==> config.mk <==
export PLATFORM = sky130hd
export DESIGN_NAME = sar_adc_ctrl
export DESIGN_NICKNAME = d
export VERILOG_FILES = /design/src/rtl/sar_pkg.sv /design/src/rtl/sync_2ff.sv /design/src/rtl/sar_adc_ctrl.sv
export SDC_FILE = /design/constraint.sdc
export NUM_CORES = 1
export LEC_CHECK = 0
export BUFFER_PORTS_ARGS = -buffer_cell sky130_fd_sc_hd__buf_2
export CAP_MARGIN = 5
export CORE_ASPECT_RATIO = 0.6
export CORE_MARGIN = 1.5
export CORE_UTILIZATION = 30
export CTS_BUF_LIST = sky130_fd_sc_hd__clkbuf_16
export DETAILED_ROUTE_END_ITERATION = 16
export PLACE_DENSITY = 0.45
export SETUP_SLACK_MARGIN = 0.15
export SLEW_MARGIN = 0
export SYNTH_ARGS = -nofsm -noshare
export SYNTH_HDL_FRONTEND = slang
export SYNTH_SLANG_ARGS = --single-unit
==> constraint.sdc <==
create_clock -name clk -period 2.09 [get_ports clk]
set_input_delay 0.209 -clock clk [delete_from_list [all_inputs] [get_ports clk]]
set_output_delay 0.209 -clock clk [all_outputs]
set_load 0.05 [all_outputs]
==> src/rtl/sar_pkg.sv <==
// Shared types and sizing helpers for the SAR ADC controller.
package sar_pkg;

  typedef enum logic [1:0] {
    IDLE   = 2'd0,
    SAMPLE = 2'd1,
    TRIAL  = 2'd2,
    DONE   = 2'd3
  } state_e;

  localparam int unsigned DEF_SETTLE_CYCLES = 1;
  // Per-bit trial window: DAC settle plus the two synchronizer stages.
  localparam int unsigned W = DEF_SETTLE_CYCLES + 2;

  // Bits needed to hold a down-counter starting at max_val (at least 1).
  function automatic int unsigned cnt_width(input int unsigned max_val);
    return (max_val < 2) ? 1 : $clog2(max_val + 1);
  endfunction

endpackage

==> src/rtl/sync_2ff.sv <==
// Two-flop synchronizer bringing the asynchronous comparator output into clk.
module sync_2ff (
  input  logic clk,
  input  logic rst_n,
  input  logic d,
  output logic q
);

  logic meta;

  always_ff @(posedge clk or negedge rst_n) begin
    if (!rst_n) begin
      meta <= 1'b0;
      q    <= 1'b0;
    end else begin
      meta <= d;
      q    <= meta;
    end
  end

endmodule

==> src/rtl/sar_adc_ctrl.sv <==
// Successive-approximation controller: tracks via the S/H switch, then resolves
// one result bit per trial window, MSB first, using the synchronized comparator.
module sar_adc_ctrl
  import sar_pkg::*;
#(
  parameter int unsigned N_BITS        = 8,
  parameter int unsigned SAMPLE_CYCLES = 4,
  parameter int unsigned SETTLE_CYCLES = 1
) (
  input  logic              clk,
  input  logic              rst_n,
  input  logic              start,
  input  logic              abort,
  input  logic              cmp_in,
  output logic              sh_ctrl,
  output logic [N_BITS-1:0] dac_code,
  output logic              busy,
  output logic              done,
  output logic [N_BITS-1:0] result
);

  localparam int unsigned TRIAL_CYCLES = SETTLE_CYCLES + 2;
  localparam int unsigned CNT_MAX =
    ((SAMPLE_CYCLES > TRIAL_CYCLES) ? SAMPLE_CYCLES : TRIAL_CYCLES) - 1;
  localparam int unsigned CW = cnt_width(CNT_MAX);
  localparam int unsigned IW = cnt_width(N_BITS - 1);

  state_e            state_q, state_d;
  logic [CW-1:0]     cnt_q, cnt_d;
  logic [IW-1:0]     idx_q, idx_d;
  logic [N_BITS-1:0] approx_q, approx_d;
  logic [N_BITS-1:0] result_d, dac_d;
  logic [N_BITS-1:0] bit_mask, approx_dec;
  logic              sh_d, busy_d, done_d;
  logic              cmp_sync;

  sync_2ff u_cmp_sync (
    .clk   (clk),
    .rst_n (rst_n),
    .d     (cmp_in),
    .q     (cmp_sync)
  );

  always_ff @(posedge clk or negedge rst_n) begin
    if (!rst_n) begin
      state_q  <= IDLE;
      cnt_q    <= '0;
      idx_q    <= '0;
      approx_q <= '0;
      result   <= '0;
      dac_code <= '0;
      sh_ctrl  <= 1'b0;
      busy     <= 1'b0;
      done     <= 1'b0;
    end else begin
      state_q  <= state_d;
      cnt_q    <= cnt_d;
      idx_q    <= idx_d;
      approx_q <= approx_d;
      result   <= result_d;
      dac_code <= dac_d;
      sh_ctrl  <= sh_d;
      busy     <= busy_d;
      done     <= done_d;
    end
  end

  // Next state and next values of every registered output.
  always_comb begin
    state_d    = state_q;
    cnt_d      = cnt_q;
    idx_d      = idx_q;
    approx_d   = approx_q;
    result_d   = result;
    dac_d      = dac_code;
    sh_d       = sh_ctrl;
    busy_d     = busy;
    done_d     = 1'b0;
    bit_mask   = N_BITS'(1) << idx_q;
    approx_dec = cmp_sync ? (approx_q | bit_mask) : approx_q;

    case (state_q)
      IDLE: begin
        if (start) begin
          state_d = SAMPLE;
          cnt_d   = CW'(SAMPLE_CYCLES - 1);
          sh_d    = 1'b1;
          busy_d  = 1'b1;
          dac_d   = '0;
        end
      end
      SAMPLE: begin
        if (cnt_q == '0) begin
          state_d  = TRIAL;
          cnt_d    = CW'(TRIAL_CYCLES - 1);
          idx_d    = IW'(N_BITS - 1);
          approx_d = '0;
          sh_d     = 1'b0;
          dac_d    = N_BITS'(1) << (N_BITS - 1);
        end else begin
          cnt_d = cnt_q - CW'(1);
        end
      end
      TRIAL: begin
        if (cnt_q == '0) begin
          approx_d = approx_dec;
          if (idx_q == '0) begin
            state_d  = DONE;
            result_d = approx_dec;
            done_d   = 1'b1;
            dac_d    = '0;
          end else begin
            idx_d = idx_q - IW'(1);
            cnt_d = CW'(TRIAL_CYCLES - 1);
            dac_d = approx_dec | (bit_mask >> 1);
          end
        end else begin
          cnt_d = cnt_q - CW'(1);
        end
      end
      DONE: begin
        state_d = IDLE;
        busy_d  = 1'b0;
      end
      default: begin
        state_d = IDLE;
      end
    endcase

    // Abort wins over everything outside IDLE and leaves result untouched.
    if (abort && (state_q != IDLE)) begin
      state_d  = IDLE;
      sh_d     = 1'b0;
      dac_d    = '0;
      busy_d   = 1'b0;
      done_d   = 1'b0;
      result_d = result;
    end
  end

endmodule

==> key figures, run 1 <==
Run status
  – Outcome: completed

Critical path
  – Crit path capture type: flop
  – Launching point of the worst reg2reg path: state_q[0]
  – Delay-heaviest family, CP: flip-flops
  – Worst Reg-to-Reg Cells: 6
  – CP peak stage delay: between 0.4 and 0.5 ns
  – End of the worst register-to-register path: dac_code[6]
  – WS Path Type: flop to flop
  – Worst Path Buf+Inv: 2
  – Critical-path cell list: inv_1, ha_1, nand2b_1, a211o_1, buf_4, mux2i_1
  – Register-to-register setup slack: 0.26 ns
  – Crit start category: flop
  – CP Capture Point: dac_code[6]
  – WP depth: 6
  – Slowest cell on the critical path: dfrtp_1
  – WP data required: approximately 2.2 ns
  – WP data arrival: just under 2 ns
  – Critical Path Start: state_q[0]
  – Worst-path fanout max: 8

Timing
  – Worst slew pin tran: 0.567 ns
  – Slew Limit Fails: 0
  – Final period util: approximately 90%
  – Setup Viol. Count Final: 0
  – Setup ws final: between 0.2 and 0.3 ns
  – Clock skew: 0.00668 ns
  – Final Hold Viols: 0
  – RSZ-0062 raised after global routing: yes
  – Rel. slew slack: slightly above 60%
  – Crit path time final: between 1.5 and 2 ns
  – WHS: 0.0409 ns
  – Fmax: between 500 and 600 MHz
  – Setup_tns: 0 ns

Global route
  – Vias in the first global route: ~1400
  – GRT Total Usage: ~14%
  – Gr busiest metal: met1
  – Largest net degree at the start of global routing: 25
  – Met1 usage: roughly a quarter
  – M3 GR Usage: under 10%
  – First-pass GRT wire length: 7.25 mm
  – Met2 Use GR: between 15 and 20%
  – Initial antenna violation count: 0
  – Grt total ovfl: 0

Synthesis
  – Mean Syn Cell Area: 9.72 µm²
  – Netlist cell types: 30
  – Cells after synthesis: approximately 190
  – Adder-Cell Fraction of Synth Area: ~8%
  – Compound-cell area share of the yosys netlist: approximately 18%
  – Synth warnings: 0
  – Syn_nets: 210
  – Mux cell area share after synthesis: 7.61%
  – Yosys reg bits: 36
  – Synthesized area: roughly 1900 µm²
  – Synth Area in XOR/XNOR: 0%
  – Post-Synth Simple-Gate Area: 12.9%
  – Post-synthesis sequential area ratio: 48.0%
  – Main combinational cell family by area after synthesis: compound AO/OA/AOI/OAI gates

Floorplanning
  – Die ar.: about 6800 µm²
  – FP Rows: 22
  – Die width: ~110 µm
  – # IOs: 24
  – Area of the core: between 6000 and 7000 µm²
  – Die span in y: roughly 64 µm
  – Starting Density: a little under a third

Power and ir drop
  – Power share of the sequential group: 29.8%
  – Pleak: roughly 1.1 nW
  – Max rail drop VDD: 0.472 mV
  – Tot Pwr: 3.11 mW
  – Cell internal pwr: 1.88 mW
  – Sw Ratio: about two fifths
  – PD cells: about 1300 nW/µm²
  – Power share of the combinational group: 43.4%
  – Sw power: between 1 and 1.5 mW
  – Clock power frac: a little over a quarter

Finish
  – Area growth, synth to finish: 23.8%
  – Most common cell after layout, fill and taps aside: dfrtp_1
  – Layout Cells excl Fill: roughly 310
  – Share of layout cells above drive strength 1: between 20% and 30%
  – Most frequent cells in the layout: dfrtp_1 (36), a21oi_1 (31), nor2_1 (23), buf_2 (23), inv_1 (16)
  – Design Area, Final: around 2300 µm²
  – Fill count: roughly 630
  – Layout net count: around 250
  – Core Util, Final: between 30% and 40%
  – Ant. Diodes: 0

Clocking
  – Clock root buffer: clkbuf_16
  – Clock tree sinks: 36
  – CTS tree: done
  – Post-CTS Setup Repair Bufs: 0
  – Maximum clock path buffer count: 2
  – Clock-pin slew on the worst setup and hold paths: 0.06 ns
  – Clk Latency, worst-skew pair: approximately 0.28 ns
  – Clock buffer count from CTS: 5
  – CTS H-tree depth: 2

Place
  – Inst Count DP: around 310
  – Placed instance area: approximately 2100 µm²
  – PortBufs: 23
  – GP Congestion: approximately 0.76
  – Post-DP HPWL: about 3.3 mm
  – DP Worst Slack: around 0.19 ns

Drt
  – Routed via count: approximately 1500
  – DR iter-0 viols: 87
  – Antenna-violating nets left: 0
  – Via/cell ratio: around 4.7
  – Final WL: ~4.4 mm
  – WL per Instance: between 10 and 15 µm
  – Pre-antenna DRT Iters: 4
  – DR DRC count: 0

Worst hold path
  – Class of the worst hold path: primary input to flop

Run
  – Max cap viols: 0
-- flip-flops by register name, summed over array words and instances (netlist names), 2 cells and up --
register and count:
approx_q 8, cnt_q 2, dac_code 8, idx_q 3, state_q 2, result 8
-- area by class of cell --
type                    count  area (µm²)  area share [%]
inverters                  15        56.3            2.42
flip-flops and latches     36         901            38.8
multi-input cells         134         873            37.6
clock buffers               5         125            5.39
well taps                  84         105            4.53
clock inverters             3        38.8            1.67
repair buffers             37         223            9.59
-- Yosys cell counts --
| master | number | area (µm²) |
|---|---|---|
| a211o_1 | 1 | 8.76 |
| a211oi_1 | 1 | 7.51 |
| a21boi_0 | 1 | 7.51 |
| a21oi_1 | 31 | 155 |
| a22oi_1 | 1 | 7.51 |
| a31oi_1 | 8 | 50.1 |
| and3_1 | 1 | 6.26 |
| and4_1 | 1 | 8.76 |
| buf_4 | 2 | 15.0 |
| buf_6 | 2 | 22.5 |
| clkbuf_1 | 4 | 15.0 |
| dfrtp_1 | 36 | 901 |
| ha_1 | 12 | 150 |
| inv_1 | 15 | 56.3 |
| mux2_2 | 2 | 22.5 |
| mux2_4 | 2 | 30.0 |
| mux2i_1 | 9 | 90.1 |
| nand2_1 | 7 | 26.3 |
| nand2b_1 | 3 | 18.8 |
| nand3_1 | 3 | 15.0 |
| nand4_1 | 1 | 6.26 |
| nor2_1 | 23 | 86.3 |
| nor2b_1 | 7 | 43.8 |
| nor3_1 | 3 | 15.0 |
| nor3_4 | 1 | 16.3 |
| o21a_1 | 1 | 7.51 |
| o21ai_0 | 12 | 60.1 |
| o21ba_1 | 1 | 10.0 |
| o22a_1 | 1 | 8.76 |
| o31ai_1 | 1 | 7.51 |
-- per-layer routing --
layer	up-vias	wire, µm
met2	28	1640
met1	712	2600
met5	-	0
met4	0	8
li1	741	-
met3	2	180
-- worst min path at each step --
stage / from / end / slack (ns) / cells past startpoint
3_3_place_gp: rst_n / cnt_q[1] / 0.25 / 1
4_1_cts: cmp_in / u_cmp_sync.meta / 0.04 / 1
5_1_grt: cmp_in / u_cmp_sync.meta / 0.04 / 1
3_5_place_dp: rst_n / idx_q[1] / 0.25 / 1
2_1_floorplan: rst_n / approx_q[0] / -0.09 / 0
6_report: cmp_in / u_cmp_sync.meta / 0.04 / 1
-- power by group through the flow --
stage / combinational, mW / sequential (mW) / clock [mW]
floorplan: 0.800 / 1.16 / 0
global placement: 1.34 / 0.937 / 0
detailed placement: 1.34 / 0.942 / 0
CTS: 1.35 / 0.927 / 0.857
global route: 1.47 / 0.944 / 0.890
finish: 1.35 / 0.926 / 0.831
-- repair_timing --
item,4_1_cts,5_1_grt
endpoints found under the hold margin,22,0
hold buffers,1,0
gates resized for setup,0,2
endpoints found under the setup margin,0,6
-- cell families (layout without fill, tap and decap cells) --
family | after synthesis | in the layout
AO/OA/AOI/OAI | 59 | 59
multiplexers | 13 | 13
adder cells (fa/ha/maj) | 12 | 12
flip-flops | 36 | 36
AND/OR/NAND/NOR | 50 | 50
buffers and inverters | 23 | 60
Power figures use the tool's default switching activity.
==> run 2, diff against run 1 <==
Settings changed: CTS_BUF_LIST sky130_fd_sc_hd__clkbuf_16 to default.
==> key figures, run 2 (same netlist as run 1, synthesis figures left out) <==
Power and ir drop
  – Max rail drop VDD: roughly 0.33 mV
  – Pleak: about 1.1 nW
  – PD cells: 1270 nW/µm²

Timing
  – Clock skew: approximately 0.0086 ns
  – Worst slew pin tran: roughly 0.56 ns
  – Final Hold Viols: 0
  – Setup ws final: approximately 0.26 ns
  – Fmax: roughly 550 MHz
  – Slew Limit Fails: 0
  – RSZ-0062 raised after global routing: yes
  – Rel. slew slack: between 60% and 70%
  – Setup_tns: 0 ns
  – Final period util: 87.5%
  – Setup Viol. Count Final: 0
  – Crit path time final: 1.83 ns

Critical path
  – Delay-heaviest family, CP: flip-flops
  – Crit start category: flop
  – Worst Path Buf+Inv: 2
  – Crit path capture type: flop
  – WS Path Type: flop to flop
  – CP peak stage delay: 0.44 ns
  – Slowest cell on the critical path: dfrtp_1
  – WP data required: about 2.3 ns
  – Worst-path fanout max: 8
  – WP data arrival: 1.99 ns
  – Critical-path cell list: inv_1, ha_1, nand2b_1, a211o_1, buf_4, mux2i_1

Floorplanning
  – Starting Density: 30.8%
  – Die span in y: about 64 µm
  – FP Rows: 22
  – Die ar.: about 6800 µm²
  – # IOs: 24
  – Die width: between 100 and 150 µm
  – Area of the core: just over 6000 µm²

Finish
  – Ant. Diodes: 0
  – Largest regs: approx_q (8), dac_code (8), result (8)
  – Most common cell after layout, fill and taps aside: dfrtp_1
  – Share of layout cells above drive strength 1: about 22%
  – Fill count: between 600 and 700
  – Most frequent cells in the layout: dfrtp_1 (36), a21oi_1 (31), nor2_1 (23), buf_2 (23), inv_1 (15)
  – Area growth, synth to finish: 20.8%
  – Layout net count: around 250

Run status
  – Outcome: completed

Global route
  – Largest net degree at the start of global routing: 25
  – First-pass GRT wire length: 7.13 mm
  – Initial antenna violation count: 0
  – GRT Total Usage: 13.9%
  – Vias in the first global route: between 1000 and 1500
  – Grt total ovfl: 0

Drt
  – DR iter-0 viols: 73
  – Routed via count: around 1500
  – DR DRC count: 0
  – WL per Instance: approximately 14 µm
  – Final WL: between 4 and 5 mm
  – Pre-antenna DRT Iters: 4
  – Antenna-violating nets left: 0
  – Via/cell ratio: 4.62

Clocking
  – Clock buffer count from CTS: 5
  – CTS H-tree depth: 2
  – Clock tree sinks: 36
  – CTS tree: done
  – Maximum clock path buffer count: 2
  – Clock-pin slew on the worst setup and hold paths: 0.08 ns
  – Clk Latency, worst-skew pair: 0.29 ns
  – Clock root buffer: clkbuf_8

Place
  – DP Worst Slack: between 0.15 and 0.2 ns
  – Post-DP HPWL: between 3 and 4 mm
  – PortBufs: 23
  – GP Congestion: between 0.7 and 0.8

Worst hold path
  – Class of the worst hold path: primary input to flop

Run
  – Max cap viols: 0
-- run 2: cell count changes in the layout (fill, tap and decap cells not counted) --
cell       change
clkbuf_16      -5
inv_1          -1
clkbuf_8       +5
clkbuf_1       +1
-- run 2: path summary, 6_finish.rpt --
path,startpoint,endpoint,slack (ns),cells past startpoint
worst max-delay path,state_q[0],dac_code[5],0.26,6
worst min-delay path,cmp_in,u_cmp_sync.meta,0.03,1
worst max register to register,state_q[0],dac_code[5],0.26,6
worst min register to register,u_cmp_sync.meta,u_cmp_sync.q,0.35,0
max in group asynchronous,rst_n,approx_q[1],1.10,3
min in group asynchronous,rst_n,state_q[0],0.45,2
-- run 2: final cells by class --
type | instances | area, µm² | share of cell area, %
Sequential cell | 36 | 901 | 39.8
Multi-Input combinational cell | 134 | 873 | 38.5
Timing Repair Buffer | 37 | 223 | 9.83
Tap cell | 84 | 105 | 4.64
Clock buffer | 6 | 72.6 | 3.20
Inverter | 15 | 56.3 | 2.48
Clock inverter | 2 | 35.0 | 1.55
-- run 2: per-stage QoR --
step	util (%)	instance area, µm²	cells	power (mW)	hold slack (ns)
after floorplan	-	1880	193	1.96	-0.0866
after global placement	35.2	2140	305	2.27	0.250
after detailed placement	35.2	2140	305	2.28	0.251
after CTS	37.1	2260	314	2.90	0.0284
after global routing	37.2	2270	314	3.06	0.0307
final	37.2	2270	314	2.87	0.0326
-- run 2: per-layer routing --
metal  GRT usage (%)  part of all wire [%]  up-vias
met5               0                     0        -
met4            2.57                  0.18        0
met3            3.47                   4.2        2
met2            17.1                    36       27
met1            23.1                    60      681
li1                -                     -      740
-- run 2: power by group --
part / total (mW) / internal (mW) / switching, mW
logic: 1.34 / 0.499 / 0.843
registers: 0.923 / 0.822 / 0.101
clock network: 0.603 / 0.354 / 0.249
-- run 2: what timing repair did --
action,4_1_cts,5_1_grt
hold endpoints to repair,22,0
gates resized for setup,0,2
buffers inserted,0,0
hold buffers,1,0
endpoints found under the setup margin,0,6
==> run 3, diff against run 2 <==
==> constraint.sdc (replaced) <==
create_clock -name clk -period 2.09 [get_ports clk]
set_input_delay 0.418 -clock clk [delete_from_list [all_inputs] [get_ports clk]]
set_output_delay 0.418 -clock clk [all_outputs]
set_load 0.05 [all_outputs]
==> key figures, run 3 (same netlist as run 1, synthesis figures left out) <==
Run status
  – Outcome: completed

Power and ir drop
  – Clock power frac: between 20% and 30%
  – Pleak: 1.06 nW
  – Max rail drop VDD: around 0.4 mV
  – Tot Pwr: between 2 and 3 mW
  – Cell internal pwr: ~1.7 mW
  – PD cells: roughly 1300 nW/µm²
  – Power share of the combinational group: a little under half
  – Sw power: 1.21 mW
  – Sw Ratio: between 40 and 50%
  – Power share of the sequential group: 32.1%

Global route
  – GRT Total Usage: between 10% and 20%
  – Largest net degree at the start of global routing: 20
  – First-pass GRT wire length: approximately 7.4 mm
  – Initial antenna violation count: 0
  – Grt total ovfl: 0
  – Vias in the first global route: between 1000 and 1500

Timing
  – Clock skew: around 0.010 ns
  – Fmax: 547 MHz
  – Setup Viol. Count Final: 0
  – Worst slew pin tran: 0.464 ns
  – Rel. slew slack: between 60 and 70%
  – Final period util: between 80% and 90%
  – Final Hold Viols: 0
  – Slew Limit Fails: 0
  – RSZ-0062 raised after global routing: yes
  – Setup_tns: 0 ns
  – Crit path time final: between 1.5 and 2 ns

Drt
  – Via/cell ratio: 4.69
  – DR iter-0 viols: 73
  – Antenna-violating nets left: 0
  – Final WL: ~4.3 mm
  – Routed via count: around 1500
  – Pre-antenna DRT Iters: 4
  – WL per Instance: 13.7 µm
  – DR DRC count: 0

Finish
  – Core Util, Final: 37.2%
  – Most common cell after layout, fill and taps aside: dfrtp_1
  – Area growth, synth to finish: 20.5%
  – Layout Cells excl Fill: around 310
  – Share of layout cells above drive strength 1: 21.9%
  – Seq. cell area: 902 µm²
  – Multi-input logic area: approximately 870 µm²
  – Largest regs: approx_q (8), dac_code (8), result (8)
  – Most frequent cells in the layout: dfrtp_1 (35), a21oi_1 (31), nor2_1 (23), buf_2 (23), inv_1 (15)
  – Ant. Diodes: 0
  – Layout net count: 244
  – Fill count: 631

Critical path
  – End of the worst register-to-register path: cnt_q[1]
  – CP peak stage delay: 0.42 ns
  – Launching point of the worst reg2reg path: state_q[0]
  – WS Path Type: flop to flop
  – Critical-path cell list: inv_1, ha_1, nand2_1, nor2_1, nor3_1, mux2_2
  – Register-to-register setup slack: around 0.26 ns
  – Crit start category: flop
  – Crit path capture type: flop
  – Worst Reg-to-Reg Cells: 6
  – Slowest cell on the critical path: dfrtp_2
  – WP data arrival: roughly 2 ns
  – WP data required: roughly 2.3 ns
  – Worst-path fanout max: 6

Floorplanning
  – Starting Density: a little under a third
  – Die span in y: 64.2 µm
  – Area of the core: between 6000 and 7000 µm²
  – Die width: approximately 110 µm
  – # IOs: 24
  – FP Rows: 22
  – Die ar.: about 6800 µm²

Clocking
  – Maximum clock path buffer count: 2
  – Clock root buffer: clkbuf_8
  – CTS tree: done
  – Clock tree sinks: 36
  – CTS H-tree depth: 2
  – Clk Latency, worst-skew pair: 0.30 ns
  – Clock-pin slew on the worst setup and hold paths: roughly 0.080 ns
  – # hold bufs at CTS: 0
  – Clock buffer count from CTS: 5

Place
  – GP Congestion: roughly 0.77
  – Inst Count DP: between 300 and 400
  – Post-DP HPWL: roughly 3.3 mm
  – PortBufs: 23

Worst hold path
  – Class of the worst hold path: primary input to async pin

Run
  – Max cap viols: 0
[run 3: worst max path at each step]
stage                from          end  slack, ns  cells after the start
2_1_floorplan  state_q[0]  dac_code[3]       0.27                      7
3_3_place_gp   state_q[0]     cnt_q[1]       0.19                      6
3_5_place_dp   state_q[0]     cnt_q[1]       0.21                      6
4_1_cts        state_q[0]     cnt_q[1]       0.21                      6
5_1_grt        state_q[0]     cnt_q[1]       0.12                      6
6_report       state_q[0]     cnt_q[1]       0.26                      6
[run 3: final cells by class]
class	instances	share of cell area, %
multi-input cells	134	38.4
clock inverters	3	1.88
clock buffers	5	3.04
inverters	15	2.49
well taps	84	4.65
repair buffers	35	9.63
flip-flops and latches	36	39.9
[run 3: through the flow]
step | hold WS, ns | area [µm²] | worst slack (ns)
finish | 0.0658 | 2260 | 0.262
global route | 0.0877 | 2260 | 0.118
CTS | 0.0762 | 2260 | 0.207
detailed placement | 0.343 | 2150 | 0.212
global placement | 0.335 | 2150 | 0.191
floorplan | 0.122 | 1880 | 0.270
[run 3: critical path, delay by kind of cell (launching register included)]
family / cells / cell delay, ns
simple gates: 3 / 0.59
flops: 1 / 0.42
mux: 1 / 0.38
fa+ha+maj: 1 / 0.25
buf+inv: 1 / 0.07
[run 3: timing repair]
| action | in CTS | in global routing |
|---|---|---|
| resized for setup | 0 | 2 |
| setup buffers | 0 | 0 |
| endpoints found under the hold margin | 0 | 0 |
| setup endpoints to repair | 0 | 7 |
[run 3: per-layer routing]
metal / vias to the layer above / global-route usage, % / share of wire, %
li1: 729 / - / -
met1: 692 / 22.8 / 58
met2: 34 / 18.5 / 36
met3: 8 / 3.47 / 4.3
met4: 0 / 4.62 / 1.2
met5: - / 0 / 0
[run 3: power groups by stage]
stage / Combinational, mW / Sequential (mW) / Clock (mW)
after floorplan: 0.800 / 1.16 / 0
after global placement: 1.34 / 0.936 / 0
after detailed placement: 1.33 / 0.937 / 0
after CTS: 1.34 / 0.923 / 0.651
after global routing: 1.48 / 0.948 / 0.672
final: 1.33 / 0.925 / 0.625
